`src/rtl/sng_lfsr_if.sv`:
```
// sng_lfsr_if: request/stream bundle for the stochastic number generator; master drives start/value/out_ready, slave returns out/out_valid/busy/done
interface sng_lfsr_if #(
  parameter int WIDTH = 8
);
  logic             start;
  logic [WIDTH-1:0] value;
  logic             out_ready;
  logic             out;
  logic             out_valid;
  logic             busy;
  logic             done;
  modport master (output start, value, out_ready, input out, out_valid, busy, done);
  modport slave  (input start, value, out_ready, output out, out_valid, busy, done);
endinterface

```
`src/rtl/sng_lfsr.sv`:
```
// sng_lfsr: converts a WIDTH-bit value into a 2^WIDTH-1 bit stochastic stream (ones == value) using a maximal Fibonacci LFSR; ports clk, rst_n (async active-low), bus (sng_lfsr_if.slave)
module sng_lfsr #(
  parameter int             WIDTH = 8,
  parameter logic [WIDTH-1:0] TAPS  = 8'hB8,
  parameter logic [WIDTH-1:0] SEED  = {{(WIDTH-1){1'b0}}, 1'b1}
) (
  input  logic      clk,
  input  logic      rst_n,
  sng_lfsr_if.slave bus
);
  localparam logic [WIDTH-1:0] SEED_V = (SEED == '0) ? {{(WIDTH-1){1'b0}}, 1'b1} : SEED;
  localparam logic [WIDTH-1:0] LAST   = {{(WIDTH-1){1'b1}}, 1'b0};
  typedef enum logic {IDLE, RUN} state_t;
  state_t           state_q, state_d;
  logic [WIDTH-1:0] lfsr_q, lfsr_d;
  logic [WIDTH-1:0] cnt_q, cnt_d;
  logic [WIDTH-1:0] val_q, val_d;
  logic             done_q, done_d;
  logic             run, xfer;
  assign run           = (state_q == RUN);
  assign xfer          = run & bus.out_ready;
  assign bus.out_valid = run;
  assign bus.busy      = run;
  assign bus.done      = done_q;
  // The LFSR walks every nonzero value once, so comparing against val_q yields exactly val_q ones
  assign bus.out       = run & (lfsr_q <= val_q);
  always_comb begin
    state_d = state_q;
    lfsr_d  = lfsr_q;
    cnt_d   = cnt_q;
    val_d   = val_q;
    done_d  = 1'b0;
    if (!run && bus.start) begin
      state_d = RUN;
      val_d   = bus.value;
      lfsr_d  = SEED_V;
      cnt_d   = '0;
    end else if (xfer) begin
      lfsr_d  = {lfsr_q[WIDTH-2:0], ^(lfsr_q & TAPS)};
      cnt_d   = (cnt_q == LAST) ? '0 : cnt_q + 1'b1;
      state_d = (cnt_q == LAST) ? IDLE : RUN;
      done_d  = (cnt_q == LAST);
    end
  end
  always_ff @(posedge clk or negedge rst_n) begin
    if (!rst_n) begin
      state_q <= IDLE;
      lfsr_q  <= SEED_V;
      cnt_q   <= '0;
      val_q   <= '0;
      done_q  <= 1'b0;
    end else begin
      state_q <= state_d;
      lfsr_q  <= lfsr_d;
      cnt_q   <= cnt_d;
      val_q   <= val_d;
      done_q  <= done_d;
    end
  end
endmodule

```
`src/flat_wrapper.sv`:
```
// flat-port wrapper written by rule: the top's interface ports become plain ports
module sng_lfsr_flat 
#(
  parameter int             WIDTH = 8,
  parameter logic [WIDTH-1:0] TAPS  = 8'hB8,
  parameter logic [WIDTH-1:0] SEED  = {{(WIDTH-1){1'b0}}, 1'b1}
)
  (clk, rst_n, bus_start, bus_value, bus_out_ready, bus_out, bus_out_valid, bus_busy, bus_done);
  sng_lfsr_if #(.WIDTH(WIDTH)) bus_i ();
  input  logic clk;
  input  logic rst_n;
  input wire logic [$bits(bus_i.start)-1:0] bus_start;
  input wire logic [$bits(bus_i.value)-1:0] bus_value;
  input wire logic [$bits(bus_i.out_ready)-1:0] bus_out_ready;
  output wire logic [$bits(bus_i.out)-1:0] bus_out;
  output wire logic [$bits(bus_i.out_valid)-1:0] bus_out_valid;
  output wire logic [$bits(bus_i.busy)-1:0] bus_busy;
  output wire logic [$bits(bus_i.done)-1:0] bus_done;
  assign bus_i.start = bus_start;
  assign bus_i.value = bus_value;
  assign bus_i.out_ready = bus_out_ready;
  assign bus_out = bus_i.out;
  assign bus_out_valid = bus_i.out_valid;
  assign bus_busy = bus_i.busy;
  assign bus_done = bus_i.done;
  sng_lfsr #(.WIDTH(WIDTH), .TAPS(TAPS), .SEED(SEED)) u_core (.clk(clk), .rst_n(rst_n), .bus(bus_i));
endmodule
```
`config.mk`:
```
export PLATFORM = sky130hd
export DESIGN_NAME = sng_lfsr_flat
export DESIGN_NICKNAME = d
export VERILOG_FILES = /design/src/rtl/sng_lfsr_if.sv /design/src/rtl/sng_lfsr.sv /design/src/flat_wrapper.sv
export SDC_FILE = /design/constraint.sdc
export NUM_CORES = 1
export LEC_CHECK = 0
export ABC_AREA = 1
export CAP_MARGIN = 25
export CORE_MARGIN = 2
export CORE_UTILIZATION = 49
export DETAILED_ROUTE_END_ITERATION = 8
export HOLD_SLACK_MARGIN = 0.03
export MAX_ROUTING_LAYER = met4
export PLACE_DENSITY = 0.74
export SLEW_MARGIN = 20
export SYNTH_ARGS = -nofsm -noshare
export SYNTH_HDL_FRONTEND = slang
export SYNTH_SLANG_ARGS = --single-unit
```
`constraint.sdc`:
```
create_clock -name clk -period 1.5 [get_ports clk]
set_input_delay 0.45 -clock clk [delete_from_list [all_inputs] [get_ports clk]]
set_output_delay 0.45 -clock clk [all_outputs]
set_load 0.02 [all_outputs]
```
---- After elaboration in Yosys (flattened, before gate mapping) ----
Index checks and enable logic that the tools add are counted.
operators by class
  add/subtract/negate cells ............... 1
  multipliers ............................. 0
  div/mod/pow operators ................... 0
  magnitude comparators ................... 1
  eq/ne operators ......................... 1
  shifts and indexed selects .............. 0
  muxes and demuxes ....................... 10
  bitwise logic cells ..................... 2
  reductions and logical operators ........ 4
operators with widths
  kind                 count
  $mux 8               5
  $add 8x1->8 const B  1
  $eq 8x8->1 const B   1
  $le 8x8->1           1
  $reduce_xor 8->1     1
  $mux 1               5
  $and 1x1->1          2
  $reduce_bool 2->1    1
  $logic_and 1x1->1    1
  $logic_not 1->1      1
storage, ports and cells
  register bits after elaboration ......... 26
  latch bits .............................. 0
  bits in writable memories ............... 0
  ROM bits ................................ 0
  bits of input ports ..................... 12
  output and inout bits ................... 4
  word-level logic and storage cells ...... 24
  memories kept ........................... 0

---- Longest topological paths before layout ----
  depth in word-level cells ............... 4
  gate-level depth with buffers ........... 10
  depth with buffers taken out ............ 10

---- Worst setup path before layout ----
OpenSTA, ideal clock, no wires.
  kind .................................... reg-to-output
  start point ............................. reg u_core.lfsr_q[7]
  end point ............................... out bus_out
  data arrival time ....................... 1.324 ns
  setup slack ............................. -0.274 ns
  stages on the path, launching flop included .. 6
  cells stage by stage .................... dfrtp_1 > ha_1 > a21o_1 > nor2_1 > nand2_1 > a21oi_1
on the way
  cells in the longest elaborated chain, start to end .. 2
ends and longest elaborated chain
  what                    RTL line            text
  from (decl)             sng_lfsr.sv:15      logic [WIDTH-1:0] lfsr_q, lfsr_d;
  from (signal assigned)  sng_lfsr.sv:54      lfsr_q <= lfsr_d;
  $le 8x8->1              sng_lfsr.sv:26      assign bus.out = run & (lfsr_q <= val_q);
  $and 1x1->1             sng_lfsr.sv:26
  to (decl)               flat_wrapper.sv:15  output wire logic [$bits(bus_i.out)-1:0] bus_out;
Every way passes these cells.

---- Worst setup path in the final report ----
  start point ............................. reg u_core.lfsr_q[3]
  end point ............................... out bus_out
Same word-level chain as after synthesis.

==> results.ini <==
[run_status]
status=finished, violations left
violations=setup timing

[global_routing]
grt_use_total_pct=19.4
grt_remaining_overflow=0
grt_pass1_vias=1194
global_route.usage.met3_pct=2.95
antenna_found_initial=0
grtUsageMet1_pct=20.5
grt_max_degree=27
grt_pass1_wl_mm=4.84
gr-max-usage-layer=met2
use_met2_pct=36.5

[route]
drtIter0Drc=16
drc_errors=0
wl_mm=2.80
wl_per_cell_um=12.6
antenna_left=0
vias=1146
first_pass_iters=4
vias_per_cell=5.16

[cells_and_area]
nFillCells=231
area_delta_synth_final_pct=29.0
nets=214
antenna_cells=0
final_layout_size_suffix_gt1_share_pct=26.2
utilization_pct=65.9

[cts]
cts_tree=done
cts.clk_slew.worst_paths_ns=0.14
root_buffer=clkbuf_4
clock_sinks=26
cts_max_level=1
cts_buffers=3
max-clock-path-buffers=2
clock_latency_ns=0.33
cts_hold_buffers=0

[timing]
tightest_slew_ns=0.252
max_slew_margin_pct=83.2
maxSlewViolCount=0
finClkSkew_ns=0.00576
fin_crit_sh_pct=141
grt_setup_unrepaired=yes
setup_slack_ns=-0.618
post-route-min-period_ns=2.12
finalSetupViolCount=1
finalHoldViolations=0
max_freq_ghz=0.472

[worst_setup_path]
arrival_ns=1.67
r2r_end=u_core.lfsr_q[7]
reg2reg_from=u_core.bus.busy
critPathCaptureType=output pin
cpMaxStageDelayCell=dfrtp_1
crit_chain=ha_1 > nand2_1 > inv_1 > nand2_1 > nand2_1 > nand2_1 > nand2_2 > a21oi_4 > buf_6
crit_fanout=2
cp-startpoint=u_core.lfsr_q[3]
r2r_cells=8
critPathLaunchType=register
worst-setup-path-type=reg2out
worst-r2r-setup-slack_ns=0.17
cp.required_ns=1.05
critPathMostFrequentCell=nand2_1
cp-endpoint=bus_out
slowest_delay_ns=0.41

[logic_synthesis]
syn_area_um2=1400
syn_inst=158
yosysUniqueCellTypes=24
yosysSeqAreaShare_pct=46.7
synthesis.nets=180
yosysWarningCount=0
ys_ff_latch=26
synth_area_per_cell_um2=8.84

[pwr]
p_per_area_nw_per_um2=1110
p_clk_share_pct=18.1
pwr-share-comb_pct=33.3
pwr-share-seq_pct=48.6
internal-power_mw=1.32
p_total_mw=1.99
p_leak_nw=0.910
p_sw_mw=0.677
peakVddDrop_mv=0.789
p_sw_share_pct=34.0

[place]
port_buffers=15
finalWeightedCongestion=0.780
dp_hpwl_mm=2.11

[min_path]
hold_path_class=in2async

[floorplan]
fp.dieH_um=57.4
die_w_um=57.4
start_util_pct=51.1
io_pins=16
die_area_um2=3290
core_um2=2730
std_cell_rows=19

[run]
cap_violations=0

==> cells by family (layout without fill, tap and decap cells) <==
logic type	count (synthesis)	in the layout	share of synthesized area [%]
simple gates	57	57	18.4
compound gates	28	28	13.3
mux	1	1	0.806
buf+inv	31	64	8.78
xor+xnor	5	5	3.14
flops	26	26	46.7
fa+ha+maj	10	10	8.96
==> final cells by class <==
cell class	count	area (um^2)	share of cell area [%]
multi-input combinational	101	672	37.3
sequential	26	652	36.2
timing repair buffer	32	298	16.5
inverter	28	105	5.83
tap	31	38.8	2.15
clock buffer	4	36.3	2.01
==> synth_stat cells, drive strengths merged <==
cell type	n	share of area (%)
o21ai	5	2.9
nand2	33	10
nor3	1	1.2
nand4	2	0.90
a21o	1	0.54
o21bai	1	0.54
mux2	1	0.81
buf	3	1.3
dfstp	1	1.9
nand3	6	2.2
o22ai	10	5.4
a21oi	11	3.9
nor2	15	4.0
dfrtp	25	45
inv	28	7.5
xnor2	2	1.3
ha	10	9.0
xor2	3	1.9
==> power by group through the flow <==
stage / clock (mW) / combinational (mW) / sequential, mW
after detailed placement: 0 / 0.622 / 0.973
final: 0.362 / 0.664 / 0.968
after CTS: 0.374 / 0.628 / 0.961
after floorplan: 0 / 0.413 / 0.953
after global placement: 0 / 0.581 / 0.965
after global routing: 0.395 / 0.748 / 0.986
==> worst min-delay path by stage <==
stage                          from  cells after the start              end
detailed placement  u_core.val_q[0]                      1  u_core.val_q[0]
global placement    u_core.val_q[1]                      2  u_core.val_q[1]
global route                  rst_n                      2  u_core.val_q[2]
CTS                           rst_n                      2  u_core.val_q[2]
finish                        rst_n                      2  u_core.val_q[2]
floorplan                     rst_n                      0  u_core.bus.busy
==> layer usage <==
layer	routed length, um	part of all wire [%]	vias up
li1	-	-	574
met1	1150	41	548
met2	1530	55	18
met3	80	2.9	6
met4	37	1.3	0
met5	0	0	-
==> per-stage QoR <==
stage          area (um^2)  TNS (ns)  hold slack [ns]  instances  worst slack (ns)
5_1_grt               1800    -0.702            0.465        222            -0.702
3_5_place_dp          1700     -1.17            0.515        215            -0.776
6_report              1800    -0.618            0.450        222            -0.618
3_3_place_gp          1700     -1.14            0.500        215            -0.742
2_1_floorplan         1410    -0.171            0.154        158            -0.171
4_1_cts               1730    -0.659            0.451        220            -0.659
==> placed cells by master, fill, tap and decap left out, types with 6 or more instances in the layout <==
cell type	n
clkdlybuf4s50_1	11
nand2_2	6
nand3_1	6
a21oi_1	9
nor2_1	13
inv_1	24
ha_1	8
dfrtp_1	25
buf_4	15
o22ai_1	8
nand2_1	26
==> state kept, by name, indices dropped and copies added (netlist names) <==
name	count
u_core.bus.busy	1
u_core.bus.done	1
u_core.cnt_q	8
u_core.val_q	8
u_core.lfsr_q	8
==> critical path, delay by kind of cell (launching register included) <==
kind	cells	cell delay, ns
AOI/OAI and AO/OA	1	0.14
adders and majority gates	1	0.31
buffers and inverters	2	0.17
DFF	1	0.41
and+or+nand+nor	5	0.31
==> repair_timing <==
item                                   in CTS  in global routing
setup buffers                               1                  2
setup endpoints to repair                   4                  4
gates resized for setup                    17                 13
endpoints found under the hold margin       0                  0
pin swaps                                   7                  3
Power figures use the tool's default switching activity.
